==> config.mk <==
export PLATFORM = sky130hd
export DESIGN_NAME = sync_mem_array
export DESIGN_NICKNAME = d
export VERILOG_FILES = /design/src/rtl/mem_pkg.sv /design/src/rtl/mem_clear_ctrl.sv /design/src/rtl/sync_mem_array.sv
export SDC_FILE = /design/constraint.sdc
export NUM_CORES = 2
export LEC_CHECK = 0
export CORE_ASPECT_RATIO = 1.5
export CORE_UTILIZATION = 58
export DETAILED_ROUTE_END_ITERATION = 10
export PLACE_DENSITY = 0.74
export SETUP_SLACK_MARGIN = 0.4
export SYNTH_ARGS = -nofsm -noshare
export SYNTH_HDL_FRONTEND = slang
export SYNTH_SLANG_ARGS = --single-unit
==> constraint.sdc <==
create_clock -name clock -period 17 [get_ports clock]
set_input_delay 3.4 -clock clock [delete_from_list [all_inputs] [get_ports clock]]
set_output_delay 3.4 -clock clock [all_outputs]
set_load 0.01 [all_outputs]
==> src/rtl/mem_pkg.sv <==
// rtl/mem_pkg.sv - shared types and default sizes for the sync_mem_array slice
//
// Purpose : default geometry of the byte-wide RAM and the clear FSM state type.
// Contents: MEM_ADDR_W, MEM_DATA_W, DEPTH, mem_state_t.

package mem_pkg;

   localparam int MEM_ADDR_W = 8;
   localparam int MEM_DATA_W = 8;
   localparam int DEPTH      = 2 ** MEM_ADDR_W;

   typedef enum logic {
      CLEAR = 1'b0,
      READY = 1'b1
   } mem_state_t;

endpackage

==> src/rtl/mem_clear_ctrl.sv <==
// rtl/mem_clear_ctrl.sv - post-reset clear FSM and clear pointer
//
// Purpose : after reset, sweeps every word address once (one per clock) so the
//           top can write zero there, then parks in READY until the next reset.
// Ports   : i_clock     system clock
//           i_reset     synchronous active-high reset
//           o_busy      1 while the clear sweep is running
//           o_clr_we    clear write strobe for the array write port
//           o_clr_addr  address being cleared this cycle

module mem_clear_ctrl
   import mem_pkg::*;
#(
   parameter int ADDR_W = MEM_ADDR_W
) (
   input  logic              i_clock,
   input  logic              i_reset,
   output logic              o_busy,
   output logic              o_clr_we,
   output logic [ADDR_W-1:0] o_clr_addr
);

   mem_state_t        r_state;
   logic [ADDR_W-1:0] r_ptr;
   logic              r_busy;

   always_ff @(posedge i_clock) begin
      if (i_reset) begin
         r_state <= CLEAR;
         r_ptr   <= '0;
         r_busy  <= 1'b1;
      end else begin
         if (r_state == CLEAR) begin
            // ptr rolls back to 0 on the same edge the sweep finishes
            r_ptr <= r_ptr + 1'b1;
            if (r_ptr == '1) begin
               r_state <= READY;
               r_busy  <= 1'b0;
            end
         end
      end
   end

   assign o_busy     = r_busy;
   assign o_clr_we   = (r_state == CLEAR);
   assign o_clr_addr = r_ptr;

endmodule

==> src/rtl/sync_mem_array.sv <==
// rtl/sync_mem_array.sv - single-port synchronous RAM with self-clear after reset
//
// Purpose : 2**ADDR_W x DATA_W RAM, one shared read/write strobe, registered
//           read data with one cycle latency, zero-filled after every reset.
// Ports   : clock       system clock
//           reset       synchronous active-high reset
//           address     word address of the access
//           data_in     write data
//           data_out    registered read data, 0 when no read is returned
//           read_write  1 = write, 0 = read (qualified by chip_en)
//           chip_en     access enable
//           busy        1 while the post-reset clear runs; accesses ignored

module sync_mem_array
   import mem_pkg::*;
#(
   parameter int ADDR_W = MEM_ADDR_W,
   parameter int DATA_W = MEM_DATA_W
) (
   input  logic              clock,
   input  logic              reset,
   input  logic [ADDR_W-1:0] address,
   input  logic [DATA_W-1:0] data_in,
   output logic [DATA_W-1:0] data_out,
   input  logic              read_write,
   input  logic              chip_en,
   output logic              busy
);

   localparam int ARR_DEPTH = 1 << ADDR_W;

   logic [DATA_W-1:0] r_mem [ARR_DEPTH];
   logic [DATA_W-1:0] r_data_out;

   logic              w_busy;
   logic              w_clr_we;
   logic [ADDR_W-1:0] w_clr_addr;
   logic              w_we;
   logic              w_rd;
   logic [ADDR_W-1:0] w_waddr;
   logic [DATA_W-1:0] w_wdata;

   mem_clear_ctrl #(
      .ADDR_W (ADDR_W)
   ) u_clear_ctrl (
      .i_clock    (clock),
      .i_reset    (reset),
      .o_busy     (w_busy),
      .o_clr_we   (w_clr_we),
      .o_clr_addr (w_clr_addr)
   );

   // Single array write port: the clear sweep owns it while busy, the user
   // port afterwards. Reset blocks every write, so an in-flight user write
   // at the reset edge is dropped.
   always_comb begin
      w_we    = 1'b0;
      w_waddr = '0;
      w_wdata = '0;
      if (w_busy) begin
         w_we    = w_clr_we & ~reset;
         w_waddr = w_clr_addr;
      end else begin
         w_we    = chip_en & read_write & ~reset;
         w_waddr = address;
         w_wdata = data_in;
      end
   end

   assign w_rd = ~w_busy & chip_en & ~read_write;

   // No reset on the array so it maps onto block RAM.
   always_ff @(posedge clock) begin
      if (w_we) begin
         r_mem[w_waddr] <= w_wdata;
      end
   end

   always_ff @(posedge clock) begin
      if (reset) begin
         r_data_out <= '0;
      end else if (w_rd) begin
         r_data_out <= r_mem[address];
      end else begin
         r_data_out <= '0;
      end
   end

   assign data_out = r_data_out;
   assign busy     = w_busy;

endmodule

* Yosys cells after proc, flatten, opt, wreduce, memory -nomap -nowiden *
Memories as Yosys holds them, arrays and structs flattened. A register that Yosys moved wholly into a read port is not among the register bits.
Cells that the tools add are included.

storage, ports and cells
  logic and storage cells = 25
  memories kept = 1
  register bits after elaboration = 10
  output and inout port bits = 9
  bits in writable memories = 2048

memories
  memory  depth  bits a word  rd ports  clocked after memory_dff  wr ports  line                  text
  r_mem   256    8            1         1                         1         sync_mem_array.sv:32  logic [DATA_W-1:0] r_mem [ARR_DEPTH];

operators by class
  reductions and logical operators = 2
  eq/ne operators = 1
  bitwise operators = 10
  $add $sub $neg = 1
  multiplexer cells = 7

operators by type and width
  operator                                                        number
  8-bit 2-to-1 mux                                                2
  8-bit by 1-bit adder with 8-bit output (second input constant)  1
  8-bit equality test (second input constant)                     1
  1-bit AND                                                       5
  1-bit 2-to-1 mux                                                5
  1-bit inverter                                                  5
  2-bit AND reduction                                             1
  2-bit OR reduction                                              1

* Logic depth before layout (Yosys ltp) *
  word-level depth = 5
  mapped depth = 13
  mapped depth without buffers = 6

* Modules after synthesis *
A second synthesis with hierarchy kept.

second synthesis, totals
  cell total of the unflattened synthesis = 3939
  area total of the unflattened synthesis = 81744.6 um^2

modules (own cells, without submodules)
  module          seq. area each (um^2)  instances  cells an instance  area each (um^2)
  sync_mem_array  61659.1                1          3892               81310.5
  mem_clear_ctrl  200.2                  1          47                 434.2

* Worst setup path after synthesis *
No wires, ideal clock.

  path type = input-to-reg
  start = input data_in[0]
  end = memory r_mem[0][0] (netlist name), data pin
  data required time = 15554 ps
  buffers on the path = 0
  stages = 1
  data arrival time = 9545 ps
  library setup time = 1446 ps
  setup slack = 6009 ps
  path through = nor2b_1

on the way
  longest elaborated chain between the ends = 1

ends and longest elaborated chain
  item                line                  text
  start: declaration  sync_mem_array.sv:23  input logic [DATA_W-1:0] data_in,
  8-bit 2-to-1 mux    sync_mem_array.sv:60  if (w_busy) begin
  end: declaration    sync_mem_array.sv:32

Every way passes these cells.

==> reports/metrics.cfg <==
[setup_path]
rr_startpoint = u_clear_ctrl.o_busy
critPathCaptureType = flop
crit_end = data_out[7]
crit_fanout = 86
cp-startpoint = address[1]
r2r-end = r_mem[223][7]
worst-endpoint-required_ps = 17610
cp-start-kind = primary input
r2r_setup_slack_ps = 12620
path_class = primary input to flop
r2r_cells = 6
cp.arrival_ps = 8160

[yosys]
async_flop_share_pct = 0
synth.distinct_cells = 67
ys_seq_area_share_pct = 76.05
synth_edf_count = 2048
ys_top_cells_by_area = edfxtp_1, mux4_2, mux2i_1, mux4_1, nor2_1
synth_top_cell_by_area = edfxtp_1
postSynthCellCount = 3940
synth_top_area_share_pct = 75.60
synth-seq-cells = 2066
avgSynthCellArea_sq_um = 20.65
yosysWarnings = 0
ys.flop_type = edfxtp_1
mappedNetlistNets = 3961
netlist_area_sq_mm = 0.08135

[clock_network]
clk_path_buf_depth = 3
ctsHoldBuffers = 0
h-tree-depth = 4
cts_made_buffers = 176
cts_tree = done
clock_sinks = 2066
cts.repair.resized = 0
cts_root_buffer = clkbuf_16
clk_latency_ps = 820
post_cts_buffers = 0
clk_pin_slew_ps = 60

[placed_design]
gp_congestion = 0.9505
port_buffers = 28
place_area_sq_mm = 0.08290
dp_hpwl_mm = 124.6
post-place-cells = 5669

[timing]
setup_viol_count_final = 0
tightest_slew_ps = 1497
rsz0062_at_grt = false
hold_viol_final = 0
drv_slew = 1
relSlewSlack_pct = -0.5643
tns_ps = 0
fin_skew_ps = 28.43
fmax_mhz = 132.4
fin_crit_sh_pct = 44.42
period_minus_slack_ps = 7551

[pwr]
internal_power_w = 0.007852
p_per_area_mw_per_mm2 = 112.0
power_w = 0.009919
ir_drop_mv = 0.1064
switching_share_pct = 20.83
seqPwrFrac_pct = 55.6
pwr-share-comb_pct = 4.0
p_sw_w = 0.002066
p_clk_share_pct = 40.4
p_leak_nw = 28.22

[outcome]
violations = max-capacitance violations, max-slew violations
status = complete, but fails checks

[finish]
final_common_cell = edfxtp_1
final_core_util_pct = 63.94
layoutNonFillerInstCount = 5995
postLayoutCellArea_sq_mm = 0.08857
drive_above_1_share_pct = 17.54
final_cell_mix = edfxtp_1, mux4_2, nor2_1
nets = 4009
syn2layout_area_growth_pct = 8.884

[route]
drt_iter0_drc = 5127
wire_per_inst_um = 33.67
route.detailed.drc = 0
totalWireLength_mm = 201.9
ant_nets = 0
vias_per_cell = 6.783
vias = 40660
first_pass_iters = 6

[die]
ios = 29
start_util_pct = 58.72
rows = 167
die-area_sq_mm = 0.1418
core_sq_mm = 0.1385
die_x_um = 307.8
die_y_um = 460.7

[worst_hold_path]
worst_hold_path_type = flop to flop
min_path_cells = 2

[grt]
grt_max_degree = 211
grt_pass1_wl_mm = 287.3
antenna_found_initial = 8
grt_use_total_pct = 28.83
overflow = 0
grt_pass1_vias = 40320

[run]
drv_cap = 2

worst max-delay path, cell delays in order:
cell     delay (ps)
buf_8           520
buf_4           670
buf_4           440
buf_4           810
mux4_2          420
o22ai_1         160
nor3_1           90
nor3_1         1170
o22ai_1         210
state kept, by name (all words and copies together), names as in the netlist:
register                 cells
r_mem                     2048
u_clear_ctrl.o_clr_addr      8
u_clear_ctrl.o_busy          1
data_out                     8
u_clear_ctrl.r_state         1
synth_stat cells (6+ instances only):
library cell / instances
buf_12: 13
clkbuf_1: 86
buf_2: 40
mux2i_1: 279
nor3_1: 35
buf_8: 20
a32oi_1: 8
dfxtp_1: 18
o21ai_0: 47
nand3_1: 37
mux2_2: 9
a221oi_1: 7
edfxtp_1: 2048
buf_6: 33
o221ai_1: 115
o2111ai_1: 6
inv_1: 8
and2_1: 7
nand4_1: 10
mux4_2: 344
nand2_1: 109
a21oi_1: 60
o22ai_1: 70
nor2_1: 296
o32ai_1: 6
mux4_1: 66
a22oi_1: 34
buf_4: 26
nor2b_1: 12
clkbuf_8: 6
per-layer routing:
layer / GRT usage, % / wire, um
met4: 14.72 / 11160
met3: 6.209 / 18950
met1: 36.58 / 70810
met5: 0 / 83
met2: 47.17 / 100900
area by class of cell:
| class | count | area, sq um |
|---|---|---|
| flip-flops and latches | 2066 | 61860 |
| clock buffers | 211 | 4599 |
| repair buffers | 106 | 954.7 |
| diodes | 2 | 5.005 |
| inverters | 11 | 60.06 |
| clock inverters | 113 | 1064 |
| multi-input cells | 1627 | 17700 |
| fillers | 8938 | 49960 |
| well taps | 1859 | 2326 |
worst min-delay path by stage:
stage / start / endpoint / slack [ps]
2_1_floorplan: u_clear_ctrl.o_clr_addr[6] / u_clear_ctrl.o_clr_addr[6] / 490
3_3_place_gp: u_clear_ctrl.o_clr_addr[6] / u_clear_ctrl.o_clr_addr[6] / 520
3_5_place_dp: u_clear_ctrl.o_clr_addr[6] / u_clear_ctrl.o_clr_addr[6] / 560
4_1_cts: u_clear_ctrl.o_clr_addr[6] / u_clear_ctrl.o_clr_addr[6] / 560
5_1_grt: u_clear_ctrl.o_clr_addr[7] / u_clear_ctrl.r_state / 590
6_report: u_clear_ctrl.o_clr_addr[6] / u_clear_ctrl.o_clr_addr[6] / 570
cell families (layout without fill, tap and decap cells):
group	count (synthesis)	in the layout	synth area share [%]
adder cells (fa/ha/maj)	1	1	0.01538
multiplexers	698	698	15.21
buffers and inverters	247	441	2.293
AO/OA/AOI/OAI	385	385	3.545
other	0	2	0
XOR/XNOR	5	5	0.05384
flip-flops	2066	2066	76.05
AND/OR/NAND/NOR	538	538	2.833
metrics by stage:
step,hold slack [ps],setup slack [ps]
2_1_floorplan,493.3,6009
3_3_place_gp,519.2,8743
3_5_place_dp,556.5,8815
4_1_cts,562.2,9658
5_1_grt,588.0,9482
6_report,573.6,9449
power by group through the flow:
| stage | Combinational [W] | Clock, W | Sequential (W) |
|---|---|---|---|
| 2_1_floorplan | 0.000280 | 0 | 0.00563 |
| 6_report | 0.000393 | 0.00401 | 0.00552 |
| 4_1_cts | 0.000390 | 0.00403 | 0.00552 |
| 3_5_place_dp | 0.000388 | 0 | 0.00563 |
| 5_1_grt | 0.000406 | 0.00420 | 0.00551 |
| 3_3_place_gp | 0.000387 | 0 | 0.00563 |
No activity file was read; power rests on OpenSTA's default activity.
